[src/rtl/i281_pkg.sv]
// Shared definitions for the i281 code-memory loader: memory geometry,
// loader state encoding and the header validity rule.
package i281_pkg;

    localparam int CODE_ADDR_W   = 6;
    localparam int INSTR_W       = 16;
    localparam int CODE_DEPTH    = 64;
    localparam int LOADER_BYTE_W = 8;

    typedef enum logic [2:0] {
        IDLE = 3'd0,
        HDR  = 3'd1,
        HI   = 3'd2,
        LO   = 3'd3,
        WR   = 3'd4,
        DONE = 3'd5,
        ERR  = 3'd6
    } loader_state_e;

    // A header is usable when it asks for at least one word and no more
    // words than the code memory holds.
    function automatic logic header_ok(input logic [LOADER_BYTE_W-1:0] n,
                                       input logic [LOADER_BYTE_W:0]   depth);
        return (n != {LOADER_BYTE_W{1'b0}}) && ({1'b0, n} <= depth);
    endfunction

endpackage

[src/rtl/code_loader.sv]
// Byte-stream loader for the 64x16 code memory. Takes a header byte (word
// count N) followed by N instructions sent high byte first, writes them at
// addresses 0..N-1 and holds the CPU while the load is running.
module code_loader
    import i281_pkg::*;
#(
    parameter int ADDR_W    = CODE_ADDR_W,
    parameter int DATA_W    = INSTR_W,
    parameter int BYTE_W    = LOADER_BYTE_W,
    parameter int NUM_WORDS = CODE_DEPTH
) (
    input  logic              clock,
    input  logic              reset,
    input  logic              start,
    input  logic              abort,
    input  logic              byte_valid,
    input  logic [BYTE_W-1:0] byte_in,
    output logic              byte_ready,
    output logic              c1,
    output logic [ADDR_W-1:0] write_select,
    output logic [DATA_W-1:0] inp,
    output logic              busy,
    output logic              cpu_hold,
    output logic              done,
    output logic              err,
    output logic [ADDR_W:0]   word_count
);

    loader_state_e     state_r;
    loader_state_e     state_next_s;
    logic [ADDR_W:0]   n_r;
    logic [ADDR_W:0]   word_count_r;
    logic [ADDR_W:0]   wc_inc_s;
    logic [ADDR_W-1:0] addr_r;
    logic [ADDR_W-1:0] write_select_r;
    logic [BYTE_W-1:0] hi_r;
    logic [DATA_W-1:0] inp_r;
    logic              c1_r;
    logic              done_r;
    logic              err_r;
    logic              byte_ready_s;
    logic              busy_s;
    logic              accept_s;
    logic              hdr_ok_s;
    logic              last_word_s;

    assign accept_s    = byte_valid && byte_ready_s;
    assign hdr_ok_s    = header_ok(byte_in, 9'(NUM_WORDS));
    assign wc_inc_s    = word_count_r + {{ADDR_W{1'b0}}, 1'b1};
    assign last_word_s = (wc_inc_s == n_r);

    // Decode handshake readiness and busy from the current state.
    always_comb begin
        byte_ready_s = 1'b0;
        busy_s       = 1'b0;
        case (state_r)
            HDR, HI, LO: begin
                byte_ready_s = 1'b1;
                busy_s       = 1'b1;
            end
            WR:      busy_s = 1'b1;
            default: busy_s = 1'b0;
        endcase
    end

    // Next-state logic; abort outranks both start and a byte accept.
    always_comb begin
        state_next_s = state_r;
        if (abort) begin
            state_next_s = IDLE;
        end else begin
            case (state_r)
                IDLE, DONE, ERR: begin
                    if (start) state_next_s = HDR;
                    else       state_next_s = state_r;
                end
                HDR: begin
                    if (accept_s) state_next_s = hdr_ok_s ? HI : ERR;
                    else          state_next_s = HDR;
                end
                HI: begin
                    if (accept_s) state_next_s = LO;
                    else          state_next_s = HI;
                end
                LO: begin
                    if (accept_s) state_next_s = WR;
                    else          state_next_s = LO;
                end
                WR: begin
                    if (last_word_s) state_next_s = DONE;
                    else             state_next_s = HI;
                end
                default: state_next_s = IDLE;
            endcase
        end
    end

    // State register with synchronous reset.
    always_ff @(posedge clock) begin
        if (reset) begin
            state_r <= IDLE;
        end else begin
            state_r <= state_next_s;
        end
    end

    // Datapath: header latch, byte assembly, registered write port and status.
    always_ff @(posedge clock) begin
        if (reset) begin
            n_r            <= {(ADDR_W+1){1'b0}};
            word_count_r   <= {(ADDR_W+1){1'b0}};
            addr_r         <= {ADDR_W{1'b0}};
            write_select_r <= {ADDR_W{1'b0}};
            hi_r           <= {BYTE_W{1'b0}};
            inp_r          <= {DATA_W{1'b0}};
            c1_r           <= 1'b0;
            done_r         <= 1'b0;
            err_r          <= 1'b0;
        end else if (abort) begin
            c1_r   <= 1'b0;
            done_r <= 1'b0;
            err_r  <= 1'b0;
        end else begin
            c1_r <= 1'b0;
            case (state_r)
                IDLE, DONE, ERR: begin
                    if (start) begin
                        done_r       <= 1'b0;
                        err_r        <= 1'b0;
                        word_count_r <= {(ADDR_W+1){1'b0}};
                        addr_r       <= {ADDR_W{1'b0}};
                    end
                end
                HDR: begin
                    if (accept_s) begin
                        if (hdr_ok_s) n_r   <= byte_in[ADDR_W:0];
                        else          err_r <= 1'b1;
                    end
                end
                HI: begin
                    if (accept_s) hi_r <= byte_in;
                end
                LO: begin
                    // Write port is loaded here so it is stable for all of WR.
                    if (accept_s) begin
                        c1_r           <= 1'b1;
                        write_select_r <= addr_r;
                        inp_r          <= {hi_r, byte_in};
                    end
                end
                WR: begin
                    word_count_r <= wc_inc_s;
                    addr_r       <= addr_r + {{(ADDR_W-1){1'b0}}, 1'b1};
                    if (last_word_s) done_r <= 1'b1;
                end
                default: c1_r <= 1'b0;
            endcase
        end
    end

    assign byte_ready   = byte_ready_s;
    assign busy         = busy_s;
    assign cpu_hold     = busy_s;
    assign c1           = c1_r;
    assign write_select = write_select_r;
    assign inp          = inp_r;
    assign done         = done_r;
    assign err          = err_r;
    assign word_count   = word_count_r;

endmodule

[config.mk]
export PLATFORM = sky130hd
export DESIGN_NAME = code_loader
export DESIGN_NICKNAME = d
export VERILOG_FILES = /design/src/rtl/i281_pkg.sv /design/src/rtl/code_loader.sv
export SDC_FILE = /design/constraint.sdc
export NUM_CORES = 1
export LEC_CHECK = 0
export BUFFER_PORTS_ARGS = -buffer_cell sky130_fd_sc_hd__buf_2
export CAP_MARGIN = 30
export CORE_MARGIN = 4
export CORE_UTILIZATION = 50
export CTS_CLUSTER_DIAMETER = 80
export DETAILED_ROUTE_END_ITERATION = 6
export PLACE_DENSITY_LB_ADDON = 0.2
export SLEW_MARGIN = 0
export SYNTH_ARGS = -nofsm -noshare
export SYNTH_HDL_FRONTEND = slang
export SYNTH_SLANG_ARGS = --single-unit
[constraint.sdc]
create_clock -name clock -period 3.38 [get_ports clock]
set_input_delay 0.507 -clock clock [delete_from_list [all_inputs] [get_ports clock]]
set_output_delay 0.507 -clock clock [all_outputs]
set_load 0.03 [all_outputs]
# Yosys cells after proc, flatten, opt, wreduce, memory -nomap -nowiden
# Index checks and enable logic that the tools add are counted.
[totals] ff_bits=56 out_inout_bits=35 elab_cells=63
[classes] n_addsub=2 magnitude_cmp=1 eq_ne=11 n_mux=20 n_bitwise=2 reduce_logical=17
[ops] op="$mux W3" count=5
[ops] op="$pmux W3 S5" count=1
[ops] op="$pmux W7 S2" count=1
[ops] op="$pmux W6 S2" count=1
[ops] op="$reduce_and A3 Y1" count=4
[ops] op="$eq A3 B3 Y1 const B" count=3
[ops] op="$reduce_or A3 Y1" count=3
[ops] op="$le A8 B7 Y1 const B" count=1
[ops] op="$mux W1" count=8
[ops] op="$ne A2 B2 Y1 const B" count=4
[ops] op="$reduce_and A4 Y1" count=2
[ops] op="$reduce_bool A8 Y1" count=1
[ops] op="$add A7 B1 Y7 const B" count=1
[ops] op="$eq A7 B7 Y1" count=1
[ops] op="$mux W7" count=1
[ops] op="$add A6 B1 Y6 const B" count=1
[ops] op="$eq A3 B2 Y1 const B" count=2
[ops] op="$mux W6" count=1
[ops] op="$pmux W1 S2" count=2
[ops] op="$reduce_bool A2 Y1" count=2
[ops] op="$reduce_or A4 Y1" count=1
[ops] op="$eq A3 B1 Y1 const B" count=1
[ops] op="$logic_not A3 Y1" count=1
[ops] op="$logic_and A1 B1 Y1" count=2
[ops] op="other kinds (2)" count=3

# Logic depth before layout (Yosys ltp)
[logic_depth] word_depth=6 ltp_mapped=7 mapped_depth_nobuf=6

# Worst setup path before layout
# No wires, ideal clock.
[synth_path] path_type="flip-flop to output port" start="register state_r[1]" end="output port cpu_hold" t_arrival_ps=1567 setup_slack_ps=1306 path_stages_with_launch=6 n_path_buf=3 cell_sequence="dfxtp_1 buf_2 buf_2 nor2_1 xnor2_1 buf_4"
[synth_via] elab_chain_len=3 word_cells_on_any_way=6 classes_between="4 x eq/ne; 1 x mux; 1 x reduce/logical"
[synth_lines] item="start, declared" line_no="code_loader.sv:29" text="loader_state_e state_r;"
[synth_lines] item="start signal, assigned" line_no="code_loader.sv:103" text="state_r <= state_next_s;"
[synth_lines] item="$eq A3 B3 Y1 (tied with other cells)" line_no="code_loader.sv:56" text="case (state_r)"
[synth_lines] item="$reduce_or A4 Y1 (no line) *"
[synth_lines] item="$mux W1 *" line_no="code_loader.sv:56"
[synth_lines] item="end, declared" line_no="code_loader.sv:23" text="output logic cpu_hold,"
# Mark *: on every way between the ends. The rest lies on a longest branch, timed or not.

# Final worst setup path
# Ends and elaborated chain as after synthesis.

==> reports/summary.txt <==
Clk Latency, worst-skew pair: 0.32 ns
Residual DRC: 0
Max Cap Viol: 0
Post-synthesis cell type count: 46
CP max FO: 17
Mapped cell area: 2600 sq um
Post-synth EDFFs: 0
Post-CTS sizing: 0
Setup TNS: 0 ns
Clk pwr share: 0.346
Core area: 4880 sq um
Worst r2r path cells: 5
DIE AREA: 6420 sq um
Reg-to-Reg Start: state_r[2]$_SDFFE_PP0N_
Worst EP required: 2.87 ns
Post-CTS setup buffer count: 0
Internal power: 0.835 mW
Leak Pwr: 1.21 nW
Global route overflow: 0
Layout cells sized above 1: 0.177
Post-synth top area cell: dfxtp_1
GP Congestion: 0.802
Vias in the first global route: 2005
Syn_area_per_cell: 8.23 sq um
Slew margin rel.: 0.445
Syn_nets: 331
Final Hold Fails: 0
Diode count: 0
Die Span Y: 80.1 um
DRT Pass-1 Iters: 4
Setup crit start kind: flop
Post-synthesis sequential area ratio: 0.431
Worst-margin pin slew: 0.831 ns
Flop2flop setup slack: 1.32 ns
Minimum clock period: 2.10 ns
# nets final: 364
Clock skew: 0.00815 ns
Vias per cell: 5.30
Total power: 1.12 mW
Slew Viols, Final: 0
FF-to-FF End: write_select[4]$_SDFFE_PP0P_
Synth async-reset ratio: 0
Crit-path cells: nor2_1 > xnor2_1 > buf_2
Post-synth top flop: dfxtp_1
Post-synth top area share: 0.431
Yosys reg bits: 56
Antenna viol nets, final: 0
Clock tree buffer depth: 2
Reg power frac: 0.595
# hold bufs at CTS: 0
Cells after synthesis: 316
Max VDD drop: 207 uV
Hold Path Class: reg -> reg
Arr. time, crit path: 1.60 ns
FMAX: 475 MHz
Combinational share of power: 0.059
Warnings from Yosys: 0
PD cells: 385 nW/um^2
Area Overhead vs Synth: 12.0%
Switching Fraction: 0.255
Status: completed
CTS tree: done
Crit path to: cpu_hold
Fin util: 0.597
Starting Density: 0.533
Port bufs: 47
Root Buffer: clkbuf_8
Sink Count: 56
Crit share post-route: 0.622
Critical path class: reg -> out
Crit. Startpoint: state_r[1]$_SDFFE_PP0N_
CTS buffer count: 5
# IOs: 48
Endpoints failing setup: 0
Vias: 2212
Aggregate routed wire length: 5600 um
Drt wl/cell: 13.4 um
Std cell rows: 25
Detail Placement HPWL: 3820 um
DRC marker count from the first detailed-route iteration: 125
Top post-synthesis cells by area: dfxtp_1, nand2_1, a21oi_1, mux2i_1, nor2_1
Depth of the CTS H-tree: 2
RSZ-0062 raised after global routing: false
Largest net degree at the start of global routing: 52
CP max stage delay: 0.72 ns
First-pass GRT wire length: 9650 um
Total GRT Usage: 0.192
Clk slew on worst S/H paths: 0.10 ns
Initial antenna violation count: 0
CP Capture Type: output pin
Die W: 80.1 um
Net Switching: 0.285 mW
Crit-path slowest cell: dfxtp_1
-- per-stage QoR --
stage	setup WS (ns)	area, sq um	cells	hold WS [ns]
2_1_floorplan	1.31	2600	316	0.432
3_5_place_dp	1.27	2820	409	0.434
3_3_place_gp	1.40	2820	409	0.430
4_1_cts	1.26	2910	417	0.448
6_report	1.28	2910	417	0.450
5_1_grt	1.02	2910	417	0.445
-- power by group through the flow --
stage	combinational [mW]	sequential, mW	clock [mW]
2_1_floorplan	0.0461	0.679	0
3_3_place_gp	0.0653	0.682	0
3_5_place_dp	0.0658	0.682	0
4_1_cts	0.0662	0.667	0.402
5_1_grt	0.0728	0.668	0.426
6_report	0.0656	0.667	0.388
-- cell families after synthesis --
group / count (synthesis) / synth area share
simple gates: 138 / 0.246
compound gates: 66 / 0.152
flops: 56 / 0.431
buf+inv: 22 / 0.0423
mux: 20 / 0.0780
xor+xnor: 12 / 0.0404
fa+ha+maj: 2 / 0.00962
-- state kept, by name (all words and copies together) (netlist names) --
register	flops
hi_r	8
addr_r	6
write_select	6
done	1
word_count	7
err	1
n_r	7
c1	1
inp	16
state_r	3
-- critical path, delay by kind of cell (launching register included) --
kind / cells / cell delay [ns]
xor+xnor: 1 / 0.19
buf+inv: 1 / 0.23
flops: 1 / 0.72
simple gates: 1 / 0.14
-- per-layer routing --
metal,wire length [um],up-vias,part of all wire,track usage
met5,0,-,0,0
met4,53,0,0.0095,0.0608
met3,303,4,0.054,0.0460
met2,2410,54,0.43,0.293
met1,2830,1020,0.51,0.265
li1,-,1134,-,-
-- final cells by class --
cell class | instances | area, sq um
multi-input combinational | 238 | 1370
clock inverter | 3 | 27.5
timing repair buffer | 48 | 243
clock buffer | 5 | 68.8
fill | 473 | 1970
sequential | 56 | 1120
tap | 67 | 83.8
-- synthesized netlist by cell type, drive strengths merged (3+ instances only) --
library cell,count
mux2i,18
and3,4
nor2,40
nand2b,5
nor3,5
o21bai,3
a31oi,4
or2,4
dfxtp,56
clkbuf,6
o21ai,7
buf,16
xor2,5
nor3b,4
a21oi,39
xnor2,7
nand2,56
nor2b,5
nand3,7
-- how the worst min path moves through the flow --
stage / from / end / slack (ns) / depth (start not counted)
global placement: done$_SDFFE_PP0P_ / done$_SDFFE_PP0P_ / 0.43 / 2
detailed placement: done$_SDFFE_PP0P_ / done$_SDFFE_PP0P_ / 0.43 / 2
CTS: byte_in[7] / inp[7]$_SDFFE_PP0P_ / 0.45 / 3
global route: byte_in[5] / inp[5]$_SDFFE_PP0P_ / 0.44 / 3
finish: done$_SDFFE_PP0P_ / done$_SDFFE_PP0P_ / 0.45 / 2
floorplan: hi_r[3]$_SDFFE_PP0P_ / inp[11]$_SDFFE_PP0P_ / 0.43 / 2
-- cell usage in the layout, fill, tap and decap left out, types with 3 or more instances in the layout --
cell,Yosys,routed
nand2b_1,5,5
or2_1,3,3
nor2b_1,5,5
mux2i_1,18,18
nor3b_1,3,3
nand3_1,7,7
nor3_1,5,5
dfxtp_1,56,56
o21ai_1,5,5
buf_2,13,47
and3_1,4,4
xnor2_1,7,7
a21oi_1,39,39
xor2_1,5,5
nor2_1,40,40
nand2_1,56,56
clkbuf_8,0,5
a31oi_1,4,4
Note: power is estimated with default switching activity, not from simulation.
